`src/rtl/id_ex_stage.sv`:
```
// Decode->execute pipeline register with write-back bypass, load-use bubble insertion,
// back-pressure hold and branch flush. Define ID_EX_STALL_CNT_EN to add the E_stall_cnt counter.
module id_ex_stage #(
  parameter int XLEN      = 32,
  parameter int ADDR_SIZE = 5,
  parameter int OP_W      = 4
) (
  input  logic                 clk,
  input  logic                 rst,
  input  logic                 D_valid,
  input  logic [ADDR_SIZE-1:0] D_ra,
  input  logic [ADDR_SIZE-1:0] D_rb,
  input  logic [ADDR_SIZE-1:0] D_rd,
  input  logic                 D_we,
  input  logic                 D_ld,
  input  logic                 D_str,
  input  logic                 D_brn,
  input  logic [OP_W-1:0]      D_op,
  input  logic [XLEN-1:0]      D_a,
  input  logic [XLEN-1:0]      D_b,
  input  logic [XLEN-1:0]      D_a2,
  input  logic [XLEN-1:0]      D_b2,
  input  logic                 WB_we,
  input  logic [ADDR_SIZE-1:0] WB_rd,
  input  logic [XLEN-1:0]      WB_data_mem,
  input  logic                 E_ready,
  input  logic                 EX_flush,
  output logic                 D_stall,
  output logic                 E_valid,
  output logic [XLEN-1:0]      E_a,
  output logic [XLEN-1:0]      E_b,
  output logic [XLEN-1:0]      E_a2,
  output logic [XLEN-1:0]      E_b2,
  output logic [ADDR_SIZE-1:0] E_rd,
  output logic                 E_we,
  output logic                 E_ld,
  output logic                 E_str,
  output logic                 E_brn,
  output logic [OP_W-1:0]      E_op
`ifdef ID_EX_STALL_CNT_EN
  ,
  output logic [31:0]          E_stall_cnt
`endif
);

  typedef enum logic [1:0] {
    RUN    = 2'd0,
    HOLD   = 2'd1,
    BUBBLE = 2'd2
  } state_t;

  state_t state_q, state_d;

  logic                 eValid_q, eValid_d;
  logic [XLEN-1:0]      eA_q, eA_d;
  logic [XLEN-1:0]      eB_q, eB_d;
  logic [XLEN-1:0]      eA2_q, eA2_d;
  logic [XLEN-1:0]      eB2_q, eB2_d;
  logic [ADDR_SIZE-1:0] eRd_q, eRd_d;
  logic                 eWe_q, eWe_d;
  logic                 eLd_q, eLd_d;
  logic                 eStr_q, eStr_d;
  logic                 eBrn_q, eBrn_d;
  logic [OP_W-1:0]      eOp_q, eOp_d;

  logic            bypA, bypB;
  logic [XLEN-1:0] aByp, bByp, a2Byp, b2Byp;
  logic            loadUse;

  // The regfile writes on the same edge we capture, so its read port cannot see WB data yet.
  // Branches keep the pc in D_a; loads/stores/branches keep the offset in D_b.
  assign bypA  = WB_we && (WB_rd != '0) && (WB_rd == D_ra);
  assign bypB  = WB_we && (WB_rd != '0) && (WB_rd == D_rb);
  assign a2Byp = bypA ? WB_data_mem : D_a2;
  assign b2Byp = bypB ? WB_data_mem : D_b2;
  assign aByp  = (bypA && !D_brn) ? WB_data_mem : D_a;
  assign bByp  = (bypB && !(D_ld || D_str || D_brn)) ? WB_data_mem : D_b;

  // A D_rb match counts even for stores, since store data travels on D_b2.
  assign loadUse = D_valid && eValid_q && eLd_q && eWe_q && (eRd_q != '0) &&
                   ((eRd_q == D_ra) || (eRd_q == D_rb));

  assign D_stall = !rst && (!E_ready || (!EX_flush && loadUse));

  always_comb begin
    eValid_d = eValid_q;
    eA_d     = eA_q;
    eB_d     = eB_q;
    eA2_d    = eA2_q;
    eB2_d    = eB2_q;
    eRd_d    = eRd_q;
    eWe_d    = eWe_q;
    eLd_d    = eLd_q;
    eStr_d   = eStr_q;
    eBrn_d   = eBrn_q;
    eOp_d    = eOp_q;
    if (E_ready) begin
      if (EX_flush || loadUse) begin
        eValid_d = 1'b0;
      end else begin
        eValid_d = D_valid;
        eA_d     = aByp;
        eB_d     = bByp;
        eA2_d    = a2Byp;
        eB2_d    = b2Byp;
        eRd_d    = D_rd;
        eWe_d    = D_we;
        eLd_d    = D_ld;
        eStr_d   = D_str;
        eBrn_d   = D_brn;
        eOp_d    = D_op;
      end
    end
  end

  always_comb begin
    state_d = state_q;
    case (state_q)
      RUN: begin
        if (!E_ready) begin
          state_d = HOLD;
        end else if (loadUse && !EX_flush) begin
          state_d = BUBBLE;
        end
      end
      HOLD: begin
        if (E_ready) begin
          state_d = RUN;
        end
      end
      BUBBLE:  state_d = RUN;
      default: state_d = RUN;
    endcase
  end

  always_ff @(posedge clk) begin
    if (rst) begin
      state_q  <= RUN;
      eValid_q <= 1'b0;
      eA_q     <= '0;
      eB_q     <= '0;
      eA2_q    <= '0;
      eB2_q    <= '0;
      eRd_q    <= '0;
      eWe_q    <= 1'b0;
      eLd_q    <= 1'b0;
      eStr_q   <= 1'b0;
      eBrn_q   <= 1'b0;
      eOp_q    <= '0;
    end else begin
      state_q  <= state_d;
      eValid_q <= eValid_d;
      eA_q     <= eA_d;
      eB_q     <= eB_d;
      eA2_q    <= eA2_d;
      eB2_q    <= eB2_d;
      eRd_q    <= eRd_d;
      eWe_q    <= eWe_d;
      eLd_q    <= eLd_d;
      eStr_q   <= eStr_d;
      eBrn_q   <= eBrn_d;
      eOp_q    <= eOp_d;
    end
  end

  assign E_valid = eValid_q;
  assign E_a     = eA_q;
  assign E_b     = eB_q;
  assign E_a2    = eA2_q;
  assign E_b2    = eB2_q;
  assign E_rd    = eRd_q;
  assign E_we    = eWe_q;
  assign E_ld    = eLd_q;
  assign E_str   = eStr_q;
  assign E_brn   = eBrn_q;
  assign E_op    = eOp_q;

`ifdef ID_EX_STALL_CNT_EN
  logic [31:0] stallCnt_q, stallCnt_d;

  assign stallCnt_d = D_stall ? stallCnt_q + 32'd1 : stallCnt_q;

  always_ff @(posedge clk) begin
    if (rst) begin
      stallCnt_q <= '0;
    end else begin
      stallCnt_q <= stallCnt_d;
    end
  end

  assign E_stall_cnt = stallCnt_q;
`endif

endmodule
```
`config.mk`:
```
export PLATFORM = sky130hd
export DESIGN_NAME = id_ex_stage
export DESIGN_NICKNAME = d
export VERILOG_FILES = /design/src/rtl/id_ex_stage.sv
export SDC_FILE = /design/constraint.sdc
export NUM_CORES = 1
export LEC_CHECK = 0
export ABC_CLOCK_PERIOD_IN_PS = 2100
export CORE_MARGIN = 2
export CORE_UTILIZATION = 45
export CTS_BUF_LIST = sky130_fd_sc_hd__clkbuf_8
export CTS_CLUSTER_SIZE = 12
export DETAILED_ROUTE_END_ITERATION = 6
export GPL_ROUTABILITY_DRIVEN = 0
export PLACE_DENSITY = 0.93
export SLEW_MARGIN = 20
export SYNTH_ARGS = -nofsm -noshare
export SYNTH_HDL_FRONTEND = slang
export SYNTH_SLANG_ARGS = --single-unit
export TNS_END_PERCENT = 20
```
`constraint.sdc`:
```
create_clock -name clk -period 2.1 [get_ports clk]
set_input_delay 0.42 -clock clk [delete_from_list [all_inputs] [get_ports clk]]
set_output_delay 0.42 -clock clk [all_outputs]
set_load 0.05 [all_outputs]
```
==> impl_results.md, run 1 <==
* Status: complete, but fails checks
* Failing checks: negative setup slack
* Area of the die at between 15000 and 20000 µm²
* First-pass GRT wire length at 55.1 mm
* IO Pins at around 340
* Number of cell rows at 49
* DRT Pass-1 Iters at 6
* Root buffer cell: clkbuf_8
* Post-DP HPWL at 24.7 mm
* Post-Synth Adder-Cell Area at 0%
* Largest net degree at the start of global routing at 133
* Cell total after placement at 1476
* CORE AREA at 17900 µm²
* Critical-path top delay cell: dfxtp_4
* CP max stage delay at between 0.3 and 0.4 ns
* Hold Crit Depth at 2
* Sequential Area at 2870 µm²
* Cells along the critical path: xnor2_2, nand3_2, o22a_2, or3_4, a21oi_4, buf_12
* Die Wd at about 140 µm
* Slew @ Worst Pin at slightly below 0.6 ns
* Post-DP Area at approximately 12000 µm²
* Max Root-Sink Buffers at 2
* Compound-cell area share of the yosys netlist at 24.8%
* CTS tree: built
* Yosys cell types at 44
* R2R cell count at 12
* CTS Hold Bufs at 0
* Worst-case clock skew at 0.0140 ns
* Crit Path Max Fanout at 3
* Post-synthesis xor/xnor area fraction at 2.14%
* Final hold violations at 0
* Maximum vdd drop at 0.000425 V
* Setup slack, reg-to-reg at -0.21 ns
* Post-layout power at 7650 µW
* Antenna viol nets, final at 0
* DR WL/cell at 24.3 µm
* Mux contribution to synthesized area at 14.3%
* Unrepaired setup endpoints after global routing: yes
* Kind of end point of the critical path: primary output
* Post-Syn Nets at 1122
* Final WL at 37.5 mm
* Fillers at 1161
* Vias in the first global route at 9784
* Layout cells sized above 1 at a little over a fifth
* Fmax at 408 MHz
* Multi-input logic area at 5050 µm²
* TritonCTS buffer count at 17
* RR Startpoint: E_rd[4]
* Seq/Total Area, Yosys at 34.7%
* Port buffer count at 336
* Die Y at 139 µm
* P_leak at 0.00570 µW
* Most frequent cells in the layout: clkdlybuf4s50_1 (297), dfxtp_1 (134), buf_4 (87)
* RR Endpoint: E_b2[10]
* Synth Area in Simple Gates at 17.2%
* Final min period at 2.45 ns
* Final cell count without fillers at 1546
* Total grt overflow at 0
* Worst path arrival time at 2.03 ns
* Area of the mapped netlist at 8190 µm²
* Post-layout instance area at 13600 µm²
* Synth Warn # at 0
* Hold crit path type: reg2reg
* Vias at between 9000 and 10000
* Hold_sp: E_op[3]
* Post-route clock period utilization at 117%
* Critical path type: reg2out
* DRT iter0 DRCs at 982
* Final nets at between 1000 and 1500
* Initial antenna violation count at 1
* Area grow syn2layout at 66.0%
* CP required at about 1.7 ns
* Hold EP: E_op[3]
* Crit start category: flop
* Global-route usage over all layers at 36.0%
* Commonest non-fill, non-tap cell in the layout: clkdlybuf4s50_1
* Avg Inst Size Synth at between 8 and 9 µm²
* CTS Sinks at 142
* TNS Setup at -13.07 ns
* Setup ws final at -0.349 ns
* Initial Util at 45.7%
* Synthesized flop and latch total at 142
* Clk_lat worst skew at between 0.4 and 0.5 ns
* Drc violations at 0
* Via/cell ratio at 6.44
* Slew HR at 60.2%
* Clock transition at path regs at 0.08 ns
* Final setup violation count at 139
* Pins Over Slew Limit at 0
* Largest family of logic cells by synthesized area: compound AO/OA/AOI/OAI gates
* Crit path buf inv count at 1
* H-tree Lvls at 4
* Post-Syn Instances at 928
* Max-cap violations at 0
* CP top delay family: simple AND/OR/NAND/NOR gates
* Cell Pwr Density at about 560 nW/µm²
[sequential cells by signal, indices dropped and copies added (netlist names)]
| register | count |
|---|---|
| E_a | 32 |
| E_a2 | 32 |
| E_b | 32 |
| E_b2 | 32 |
| E_brn | 1 |
| E_ld | 1 |
| E_op | 4 |
| E_rd | 5 |
| E_str | 1 |
| E_valid | 1 |
| E_we | 1 |
[synth_stat cells, drive strengths merged]
master	instances	area, µm²
a21o	1	7.51
nor3	3	15.0
nor2b	65	407
and4	2	17.5
xnor2	19	166
o211a	33	330
a211o	1	8.76
o31ai	32	240
xor2	1	8.76
a41oi	32	280
o21ai	97	500
o2111ai	32	280
a21oi	66	330
or4	1	11.3
o22ai	1	6.26
nand2	29	109
nor2	2	7.51
o22a	1	8.76
nor3b	33	248
inv	3	11.3
or3	2	12.5
dfxtp	142	2840
mux2i	45	450
nor4	1	6.26
a21boi	1	7.51
clkbuf	81	312
a31o	1	8.76
o211ai	2	15.0
nand4	35	225
a211oi	1	7.51
nand3	67	348
buf	32	236
mux2	64	721
[worst register-to-register path, stage by stage (launching register included)]
cell and delay, ns:
dfxtp_4 0.39, xnor2_2 0.22, nand3_2 0.12, buf_6 0.13
buf_6 0.10, buf_6 0.11, buf_6 0.10, buf_6 0.10
o22ai_4 0.27, a21boi_4 0.16, buf_6 0.16, buf_16 0.14
o211a_1 0.22
[how the worst max path moves through the flow]
| stage | start | to | slack (ns) | cells after the start |
|---|---|---|---|---|
| after detailed placement | WB_rd[1] | E_b[17] | -0.57 | 7 |
| after global routing | E_rd[4] | D_stall | -0.40 | 6 |
| after CTS | E_rd[4] | D_stall | -0.40 | 6 |
| final | E_rd[4] | D_stall | -0.35 | 6 |
| after global placement | WB_rd[1] | E_b[17] | -0.54 | 7 |
| after floorplan | E_rd[2] | D_stall | -0.04 | 6 |
[metal layers]
metal  track usage (%)  part of all wire, %  vias to the layer above
li1                  -                    -                     4260
met1              42.4                   35                     4764
met2              61.1                   49                      757
met3              8.25                   10                      181
met4              19.2                  5.8                        0
met5                 0                    0                        -
[repair_timing]
item / in CTS / in global routing
gates cloned: 5 / 4
setup endpoints to repair: 93 / 155
pin swaps: 11 / 14
gates resized for setup: 27 / 65
setup buffers: 26 / 12
[through the flow]
stage	setup slack, ns	hold WS [ns]	utilization, %
2_1_floorplan	-0.0398	0.552	-
3_3_place_gp	-0.545	0.445	69.4
3_5_place_dp	-0.566	0.455	69.4
4_1_cts	-0.396	0.465	73.9
5_1_grt	-0.401	0.494	75.9
6_report	-0.349	0.466	75.9
[area by class of cell]
type | count | share of cell area [%]
antenna | 1 | 0.0184
clock buffer | 19 | 1.92
clock inverter | 13 | 0.921
inverter | 3 | 0.0829
multi-input combinational | 670 | 37.1
sequential | 142 | 21.1
tap | 229 | 2.11
timing repair buffer | 469 | 36.7
[cells by family (layout without fill, tap and decap cells)]
family | Yosys count | after routing
compound gates | 301 | 301
xor+xnor | 20 | 20
mux | 109 | 109
buf+inv | 116 | 504
flops | 142 | 142
other cells | 0 | 1
simple gates | 240 | 240
[power by group]
part,internal [µW],switching (µW),total [µW]
registers,2840,102,2940
logic,1100,1380,2480
clock network,1100,1130,2240
Power figures use the tool's default switching activity.
==> inputs of run 2 (changes only) <==
--- a/config.mk
+++ b/config.mk
@@ -13,6 +13,7 @@
 export DETAILED_ROUTE_END_ITERATION = 6
 export GPL_ROUTABILITY_DRIVEN = 0
 export PLACE_DENSITY = 0.93
+export SKIP_LAST_GASP = 1
 export SLEW_MARGIN = 20
 export SYNTH_ARGS = -nofsm -noshare
 export SYNTH_HDL_FRONTEND = slang
==> run 2 against run 1 <==
The run still ends with negative setup slack left. Combinational power hardly changed. Clock skew about the same. Total power down 0.37%. Non-clock buffer count is 9 lower. Critical path depth did not move. Worst setup slack lost 0.055 ns. Sequential share of layout area is 0.20 points higher. Die area is the same. Register-to-register slack worse by 0.03 ns. Via count decreased by 0.25%. Global-route usage grew 0.22 points. Cell count fell by 0.65%. Critical path type unchanged. Largest power group unchanged.
==> impl_results.md, run 2 (synthesis results as in run 1) <==
* Status: complete, but fails checks
* Failing checks: negative setup slack
* Final hold violations at 0 (unchanged)
* Setup ws final at -0.404 ns (-0.0551 ns)
* Crit Path Max Fanout at 4 (+1)
* Hold crit path type: reg2reg
* IO Pins at 337 (unchanged)
* Layout cells sized above 1 at 20.0% (-1.2 points)
* Sequential Area at 2870 µm² (unchanged)
* Kind of end point of the critical path: primary output
* TNS Setup at -10.40 ns (+2.66 ns)
* Total grt overflow at 0 (unchanged)
* Final WL at 37.6 mm (about the same)
* P_leak at 0.00539 µW (-5.3%)
* CP top delay family: simple AND/OR/NAND/NOR gates
* Global-route usage over all layers at 36.2% (+0.22 points)
* Initial Util at 45.7% (unchanged)
* Crit start category: flop
* Crit path buf inv count at 1 (unchanged)
* Maximum vdd drop at 0.000356 V (-16%)
* Clock transition at path regs at 0.09 ns (about the same)
* Worst-case clock skew at 0.0138 ns (-0.000167 ns)
* Post-DP HPWL at 24.7 mm (unchanged)
* Fmax at 399 MHz (-2.2%)
* Post-layout instance area at 13500 µm² (-0.95%)
* Post-route clock period utilization at 119% (+2.6 points)
* Area of the die at 19300 µm² (unchanged)
* Root buffer cell: clkbuf_8
* WHS at 0.463 ns (-0.00277 ns)
* Post-DP Area at 12400 µm² (unchanged)
* Critical-path top delay cell: dfxtp_4
* Largest net degree at the start of global routing at 133 (unchanged)
* CTS Sinks at 142 (unchanged)
* Fillers at 1182 (+1.8%)
* Worst path arrival time at 2.08 ns (+0.05 ns)
* CORE AREA at 17900 µm² (unchanged)
* Critical path type: reg2out
* Initial antenna violation count at 0 (-1)
* Clk_lat worst skew at 0.45 ns (about the same)
* Vias in the first global route at 9824 (+0.41%)
* Number of cell rows at 49 (unchanged)
* Slew HR at 60.9% (+0.64 points)
* Multi-input logic area at 4990 µm² (-1.0%)
* Final nets at 1488 (-0.60%)
* Final setup violation count at 124 (-11%)
* DRT Pass-1 Iters at 5 (-1)
* Via/cell ratio at 6.47 (+0.40%)
* Port buffer count at 336 (unchanged)
* Pre-CTS WS at -0.566 ns (unchanged)
* Unrepaired setup endpoints after global routing: yes
* Max Root-Sink Buffers at 2 (unchanged)
* Cell Pwr Density at 567 nW/µm² (+0.59%)
* Cells along the critical path: xnor2_4, nand3_2, o22a_2, or3_4, a21oi_4, buf_12
* H-tree Lvls at 4 (unchanged)
* Die Wd at 139 µm (unchanged)
* Slew @ Worst Pin at 0.585 ns (-0.0105 ns)
* Pins Over Slew Limit at 0 (unchanged)
* CP max stage delay at 0.40 ns (about the same)
* Drc violations at 0 (unchanged)
* TritonCTS buffer count at 17 (unchanged)
* Final min period at 2.50 ns (+0.0551 ns)
* First-pass GRT wire length at 55.3 mm (+0.43%)
* Most frequent cells in the layout: clkdlybuf4s50_1 (317), dfxtp_1 (134), buf_4 (79)
* Vias at 9937 (-0.25%)
* Ant. Diodes at 0 (-1)
* Area grow syn2layout at 64.4%
* Max-cap violations at 0 (unchanged)
* DRT iter0 DRCs at 1006 (+2.4%)
* Antenna viol nets, final at 0 (unchanged)
* Commonest non-fill, non-tap cell in the layout: clkdlybuf4s50_1
* DR WL/cell at 24.5 µm (+0.71%)
* Die Y at 139 µm (unchanged)
* CP required at 1.68 ns (about the same)
* CTS tree: built
-- run 2: cell count changes in the layout (fill, tap and decap cells not counted), sizes merged --
cell	previous run	this run
diode	1	0
buf	137	122
clkbuf	23	24
dlygate4sd2	11	9
clkdlybuf4s50	297	317
bufbuf	0	4
dlymetal6s2s	20	3
-- run 2: repair_timing --
| item | CTS | global route |
|---|---|---|
| endpoints found under the setup margin | 93 | 157 |
| gates resized for setup | 20 | 31 |
| pin swaps | 11 | 15 |
| gates cloned | 5 | 6 |
| hold buffers | 0 | 0 |
| setup buffers | 26 | 10 |
-- run 2: metal layers --
metal | GRT usage, % | vias up | wire [µm]
met5 | 0 | - | 0
met4 | 20.0 | 0 | 2370
met2 | 61.3 | 789 | 18100
met1 | 42.2 | 4706 | 13100
met3 | 8.77 | 201 | 3920
li1 | - | 4241 | -
-- run 2: power breakdown --
| group | leakage, µW | internal, µW | total [µW] | switching (µW) |
|---|---|---|---|---|
| registers | 0.00117 | 2840 | 2940 | 103 |
| clock network | 0.000209 | 1100 | 2230 | 1120 |
| logic | 0.00402 | 1090 | 2460 | 1370 |
| total | 0.00539 | 5040 | 7630 | 2590 |
-- run 2: metrics by stage --
step / power, µW / std cells / util [%]
global route: 7840 / 1536 / 75.2
finish: 7630 / 1536 / 75.2
global placement: 5190 / 1476 / 69.4
floorplan: 4140 / 928 / -
detailed placement: 5240 / 1476 / 69.4
CTS: 7510 / 1536 / 73.9
-- run 2: worst min-delay path, cell delays in order, from the launching register on --
cell and delay [ns]:
dfxtp_1 0.31, nand2_1 0.05, mux2i_1 0.05
-- run 2: worst paths after layout --
check | startpoint | to | slack [ns] | depth (start not counted)
max | E_rd[2] | D_stall | -0.40 | 6
min | E_op[3] | E_op[3] | 0.46 | 2
max reg2reg | E_rd[2] | E_a2[17] | -0.24 | 10
min reg2reg | E_op[3] | E_op[3] | 0.46 | 2
-- run 2: area by class of cell --
class | count | share of cell area, %
flip-flops and latches | 142 | 21.3
multi-input cells | 670 | 37.1
clock inverters | 13 | 0.930
clock buffers | 19 | 1.94
inverters | 3 | 0.0837
well taps | 229 | 2.13
repair buffers | 460 | 36.5
